## src/rtl/yacht_turn_controller.sv

```systemverilog
// rtl/yacht_turn_controller.sv - Yacht Dice turn sequencer: roll animation, roll limit, turn and game tracking
module yacht_turn_controller #(
  parameter int ANIM_PULSES = 8,
  parameter int ANIM_GAP    = 4,
  parameter int MAX_ROLLS   = 3,
  parameter int NUM_TURNS   = 12
) (
  input  logic       clk,
  input  logic       reset,
  input  logic       btn_roll,
  input  logic       btn_confirm,
  input  logic [4:0] hold_sw,
  output logic       roll_en,
  output logic [4:0] hold_mask,
  output logic [1:0] roll_count,
  output logic [3:0] turn_num,
  output logic       can_select,
  output logic       score_commit,
  output logic       game_over
);

  typedef enum logic [1:0] {WAIT_ROLL, ANIM, DECIDE, GAME_OVER} state_t;

  localparam logic [15:0] PULSES    = 16'(ANIM_PULSES);
  localparam logic [15:0] GAP_LAST  = 16'(ANIM_GAP - 1);
  localparam logic [1:0]  MAX_R     = 2'(MAX_ROLLS);
  localparam logic [3:0]  LAST_TURN = 4'(NUM_TURNS);

  state_t      state, state_n;
  logic        roll_q, conf_q;
  logic [15:0] gap_cnt, gap_cnt_n;
  logic [15:0] pulse_cnt, pulse_cnt_n;
  logic        roll_en_n, score_commit_n, can_select_n, game_over_n;
  logic [4:0]  hold_mask_n;
  logic [1:0]  roll_count_n;
  logic [3:0]  turn_num_n;
  logic        roll_edge, confirm_edge;

  assign roll_edge    = btn_roll & ~roll_q;
  assign confirm_edge = btn_confirm & ~conf_q;

  always_ff @(posedge clk) begin
    if (reset) begin
      state        <= WAIT_ROLL;
      roll_q       <= 1'b1;
      conf_q       <= 1'b1;
      gap_cnt      <= '0;
      pulse_cnt    <= '0;
      roll_en      <= 1'b0;
      score_commit <= 1'b0;
      can_select   <= 1'b0;
      game_over    <= 1'b0;
      hold_mask    <= '0;
      roll_count   <= '0;
      turn_num     <= 4'd1;
    end else begin
      state        <= state_n;
      roll_q       <= btn_roll;
      conf_q       <= btn_confirm;
      gap_cnt      <= gap_cnt_n;
      pulse_cnt    <= pulse_cnt_n;
      roll_en      <= roll_en_n;
      score_commit <= score_commit_n;
      can_select   <= can_select_n;
      game_over    <= game_over_n;
      hold_mask    <= hold_mask_n;
      roll_count   <= roll_count_n;
      turn_num     <= turn_num_n;
    end
  end

  always_comb begin
    state_n        = state;
    gap_cnt_n      = gap_cnt;
    pulse_cnt_n    = pulse_cnt;
    roll_en_n      = 1'b0;
    score_commit_n = 1'b0;
    hold_mask_n    = hold_mask;
    roll_count_n   = roll_count;
    turn_num_n     = turn_num;

    case (state)
      WAIT_ROLL: begin
        // First roll of a turn always frees every die.
        if (roll_edge) begin
          state_n      = ANIM;
          roll_count_n = 2'd1;
          hold_mask_n  = 5'b00000;
          roll_en_n    = 1'b1;
          gap_cnt_n    = '0;
          pulse_cnt_n  = 16'd1;
        end
      end
      ANIM: begin
        // roll_en high with the pulse count at target marks the final pulse cycle.
        if (roll_en && pulse_cnt == PULSES) begin
          state_n     = DECIDE;
          gap_cnt_n   = '0;
          pulse_cnt_n = '0;
        end else if (gap_cnt == GAP_LAST) begin
          roll_en_n   = 1'b1;
          gap_cnt_n   = '0;
          pulse_cnt_n = pulse_cnt + 16'd1;
        end else begin
          gap_cnt_n = gap_cnt + 16'd1;
        end
      end
      DECIDE: begin
        if (confirm_edge) begin
          score_commit_n = 1'b1;
          roll_count_n   = 2'd0;
          hold_mask_n    = 5'b00000;
          if (turn_num == LAST_TURN) begin
            state_n = GAME_OVER;
          end else begin
            turn_num_n = turn_num + 4'd1;
            state_n    = WAIT_ROLL;
          end
        end else if (roll_edge && roll_count < MAX_R) begin
          state_n      = ANIM;
          roll_count_n = roll_count + 2'd1;
          hold_mask_n  = hold_sw;
          roll_en_n    = 1'b1;
          gap_cnt_n    = '0;
          pulse_cnt_n  = 16'd1;
        end
      end
      GAME_OVER: begin
        if (confirm_edge) begin
          turn_num_n   = 4'd1;
          roll_count_n = 2'd0;
          state_n      = WAIT_ROLL;
        end
      end
      default: state_n = WAIT_ROLL;
    endcase

    can_select_n = (state_n == DECIDE);
    game_over_n  = (state_n == GAME_OVER);
  end

endmodule

```

## config.mk

```make
export PLATFORM = sky130hd
export DESIGN_NAME = yacht_turn_controller
export DESIGN_NICKNAME = d
export VERILOG_FILES = /design/src/rtl/yacht_turn_controller.sv
export SDC_FILE = /design/constraint.sdc
export NUM_CORES = 1
export LEC_CHECK = 0
export CORE_UTILIZATION = 55
export DETAILED_ROUTE_END_ITERATION = 10
export MAX_ROUTING_LAYER = met4
export PLACE_DENSITY_LB_ADDON = 0.15
export SLEW_MARGIN = 20
export SYNTH_ARGS = -nofsm -noshare
export SYNTH_HDL_FRONTEND = slang
export SYNTH_SLANG_ARGS = --single-unit
```

## constraint.sdc

```tcl
create_clock -name clk -period 2.7 [get_ports clk]
set_clock_uncertainty 0.2 [all_clocks]
set_input_delay 0.405 -clock clk [delete_from_list [all_inputs] [get_ports clk]]
set_output_delay 0.405 -clock clk [all_outputs]
set_load 0.01 [all_outputs]
```

---- Word level (Yosys, flattened, before mapping) ----
Cells that the tools add are included.
storage, ports and cells
  flip-flop bits (word level) ............. 51
  bits of input ports ..................... 9
  logic and storage cells ................. 90
cells by class
  add/sub/neg operators ................... 4
  $lt $le $gt $ge ......................... 1
  eq/ne operators ......................... 16
  muxes and demuxes ....................... 39
  bitwise operators ....................... 5
  reductions and logical operators ........ 13
operators with widths
  cell                                                              count
  16-bit two-way mux                                                10
  16-bit one-hot mux with 3 select lines                            2
  16-bit by 1-bit adder with 16-bit output, second input constant   2
  2-bit two-way mux                                                 10
  16-bit by 2-bit == test with 1-bit output, second input constant  1
  16-bit by 4-bit == test with 1-bit output, second input constant  1
  5-bit two-way mux                                                 3
  4-bit two-way mux                                                 3
  2-bit inequality test, second input constant                      6
  4-bit AND reduction                                               3
  5-bit one-hot mux with 2 select lines                             1
  2-bit == test, second input constant                              4
  2-bit one-hot mux with 4 select lines                             1
  4-bit one-hot mux with 2 select lines                             1
  1-bit two-way mux                                                 6
  3-bit inequality test, second input constant                      2
  2-bit one-hot mux with 3 select lines                             1
  3-bit nonzero test                                                2
  5-bit AND reduction                                               1
  4-bit by 1-bit adder with 4-bit output, second input constant     1
  4-bit == test, second input constant                              1
  2-bit nonzero test                                                2
  1-bit inverter                                                    3
  1-bit one-hot mux with 3 select lines                             1
  8 further kinds                                                   10

---- Longest topological paths before layout ----
  depth in word-level cells ............... 7
  mapped depth ............................ 9
  gate-level depth less buffers ........... 7

---- Least setup slack after synthesis ----
Ideal clock, no wire load.
  kind .................................... register to register
  from .................................... register roll_count[0]
  to ...................................... register gap_cnt[9]
  setup time .............................. 0.070 ns
  arrival ................................. 1.831 ns
  required time ........................... 2.430 ns
  setup slack ............................. 0.599 ns
  stages on the path, launching flop included .. 6
  path buffers ............................ 0
  period minus slack after synthesis ...... 2.101 ns
  cells stage by stage .................... dfxtp_1 -> ha_1 -> o31a_4 -> or3_1 -> or3_1 -> a21oi_1
between the ends
  cells in the longest elaborated chain, start to end .. 4
RTL lines
  what                             RTL line  source
  start: declaration               15        output logic [1:0] roll_count,
  start signal: assignment         67        roll_count <= roll_count_n;
  2-bit less-than comparator       119       end else if (roll_edge && roll_count < MAX_R) begin
  1-bit logical AND                119
  2-bit inequality test (no line)  n/a
  4-bit AND reduction (no line)    n/a
  end signal: assignment           60        gap_cnt <= gap_cnt_n;
  end: declaration                 31        logic [15:0] gap_cnt, gap_cnt_n;
No other way between the ends.
A chain may end at the register's enable or synchronous reset.

---- Worst setup path in the final report ----
  from .................................... register gap_cnt[0]
  to ...................................... register pulse_cnt[10]
between the ends
  cells in the longest elaborated chain, start to end .. 3
RTL lines
  what                                       RTL line  source
  16-bit by 2-bit == test with 1-bit output  100       end else if (gap_cnt == GAP_LAST) begin
  3-bit inequality test (no line)            n/a
  5-bit AND reduction (no line)              n/a
  end signal: assignment                     61        pulse_cnt <= pulse_cnt_n;
  end: declaration                           32        logic [15:0] pulse_cnt, pulse_cnt_n;
No other way between the ends.

==> qor.yml <==
outcome:
  status: "complete, but fails checks"
  failed_checks: "DRC"
sta:
  maxSlewViolCount: 0
  layout_min_cycle_time_ns: 2.41
  fmax_mhz: 414
  finalCritPeriodShare: 0.894
  rsz0062_at_grt: "no"
  worst_pin_slew_ns: 0.698
  fin_tns_setup_ns: 0
  setup_violations: 0
  slew_headroom: 0.531
  hold_viol_final: 0
placement:
  dp_cells: 375
  placed_area_um2: 2900
  place_hpwl_mm: 4.07
  portBuffers: 23
  globalplace.congestion: 0.897
power:
  switching_share: 0.218
  vdd_ir_drop_max_uv: 458
  power_mw: 1.51
  p_seq_frac: 0.513
  internal_power_mw: 1.18
  leakagePower_nw: 1.01
  p_sw_uw: 328
  p_clk_frac: 0.414
  pwr-share-comb: 0.073
  power_density_nw_per_um2: 496
critical_path:
  critPathMaxFanout: 9
  critPathRequiredTime_ns: 2.72
  critPathLaunchType: "register"
  cp.arrival_ns: 2.44
  end_kind: "register"
  worstSetupPathType: "register to register"
global_route:
  grt_pass1_vias: 2158
  grt_usage: 0.251
  grt_util_met2: 0.404
  grt_start_max_net_pins: 27
  grt_overflow_total: 0
  grt.busiest_layer: "met2"
  grt_pass1_wl_mm: 9.76
  grtUsageMet1: 0.320
  met3_usage: 0.0456
  antenna_found_initial: 0
clock_tree:
  clk_latency_ns: 0.31
  post_cts_buffers: 0
  path_clk_slew_ns: 0.10
  cts-root-buf: "clkbuf_8"
  postCtsHoldBufs: 0
  cts_resized: 0
  clockBufferDepth: 2
  cts_tree: "built"
  h-tree-depth: 2
  clock-sinks: 51
  cts_buffers: 5
detailed_routing:
  drtIter0Drc: 147
  drc: 2
  vias: 2348
  first_pass_iters: 7
  wl_per_cell_um: 15.2
  drt_wl_total_mm: 5.83
  ant_nets: 0
  drt-vias-per-instance: 6.13
floorplanning:
  die_y_um: 71.1
  dieArea_um2: 5050
  die_w_um: 71.1
  core_area_um2: 4470
  rows: 24
  initial_core_util: 0.587
  ios: 24
logic_synthesis:
  synth_cell_type_count: 56
  synth_edf_count: 0
  syn-num-nets: 320
  synth_area_leaders: "dfxtp_1 (39%), a21oi_1 (4.6%), xnor2_1 (4.3%)"
  async_flop_share: 0
  synthCells: 305
  yosysWarnings: 0
  synth_seq_cells: 51
  synth_top_area_cell: "dfxtp_1"
  syn_avg_cell_area_um2: 8.61
  synthFlopType: "dfxtp_1"
  syn_area_um2: 2630
  yosysSeqAreaShare: 0.389
  synthDominantCellAreaShare: 0.389
job:
  maxCapViolations: 0
final_layout:
  fin_area_um2: 3040
  layout_common_cells: "dfxtp_1 (51), nor2_1 (24), nand2_1 (24), a21oi_1 (24), clkdlybuf4s50_1 (23)"
  layout_commonest_cell: "dfxtp_1"
  nets: 345
  layout-drive-gt1-share: 0.109
  antenna_cells: 0
  area.growth.synth_to_final_pct: 15.8
  instances_no_fill: 383
hold_path:
  hold_path.class: "register to register"
==> per-layer routing <==
layer / share of wire / up-vias / wire [µm]
met1: 0.47 / 1087 / 2720
met2: 0.46 / 77 / 2700
met3: 0.051 / 14 / 298
li1: - / 1170 / -
met5: 0 / - / 0
met4: 0.020 / 0 / 116
==> cell usage after synthesis, types with 2 or more instances <==
cell / number
nand3_1: 11
buf_2: 3
a41oi_1: 3
nand4_1: 15
nor4b_2: 2
or3_1: 2
o22ai_1: 2
a21o_1: 4
or2_2: 4
o31a_1: 3
a31o_2: 3
buf_4: 3
xor2_1: 2
a311oi_1: 4
clkbuf_1: 7
buf_6: 4
ha_1: 6
nor2_1: 24
and4_1: 3
dfxtp_1: 51
nand2_1: 24
a31oi_1: 5
a21oi_1: 24
inv_1: 12
o21ai_0: 4
a211oi_1: 2
nand2b_1: 9
nor4_1: 11
and3_1: 5
nor3b_1: 2
xnor2_1: 13
nor3_1: 10
a21boi_0: 2
nor4b_1: 4
==> worst paths after layout <==
check | startpoint | slack (ns) | end | cells past startpoint
setup / recovery | gap_cnt[0] | 0.29 | pulse_cnt[10] | 7
hold / removal | hold_mask[4] | 0.27 | hold_mask[4] | 2
setup reg to reg | gap_cnt[0] | 0.29 | pulse_cnt[10] | 7
hold reg to reg | hold_mask[4] | 0.27 | hold_mask[4] | 2
==> area by class of cell <==
cell class / count / area [µm²]
Multi-Input combinational cell: 225 / 1460
Inverter: 12 / 45.0
Sequential cell: 51 / 1020
Clock inverter: 2 / 60.1
Tap cell: 52 / 65.1
Clock buffer: 6 / 72.6
Fill cell: 375 / 1430
Timing Repair Buffer: 35 / 320
==> through the flow <==
step / hold WS [ns] / utilization / setup slack (ns)
6_report: 0.271 / 0.680 / 0.287
3_5_place_dp: 0.258 / 0.648 / 0.212
3_3_place_gp: 0.255 / 0.648 / 0.260
2_1_floorplan: 0.261 / - / 0.599
5_1_grt: 0.294 / 0.680 / 0.155
4_1_cts: 0.274 / 0.678 / 0.157
==> registers in the layout (all words and copies together), names as in the netlist <==
signal / flops
turn_num: 4
roll_q: 1
pulse_cnt: 16
can_select: 1
roll_count: 2
roll_en: 1
gap_cnt: 16
state: 2
game_over: 1
conf_q: 1
score_commit: 1
hold_mask: 5
==> worst max-delay path, stage by stage, from the launching register on <==
cell and delay (ns):
dfxtp_1 0.39, ha_1 0.24, nor4b_2 0.32, nand4_2 0.20
a311oi_2 0.38, buf_4 0.24, a41oi_1 0.15, a211oi_1 0.22
==> power by group through the flow <==
stage	Clock (mW)	Combinational (mW)	Sequential, mW
CTS	0.634	0.110	0.772
detailed placement	0	0.109	0.790
global route	0.664	0.120	0.774
finish	0.624	0.111	0.773
floorplan	0	0.0780	0.785
global placement	0	0.107	0.790
==> cells by family after synthesis <==
logic type	synth area share
fa+ha+maj	0.0286
buf+inv	0.0586
flops	0.389
compound gates	0.181
simple gates	0.289
mux	0.00381
xor+xnor	0.0500
No activity file was read; power rests on OpenSTA's default activity.
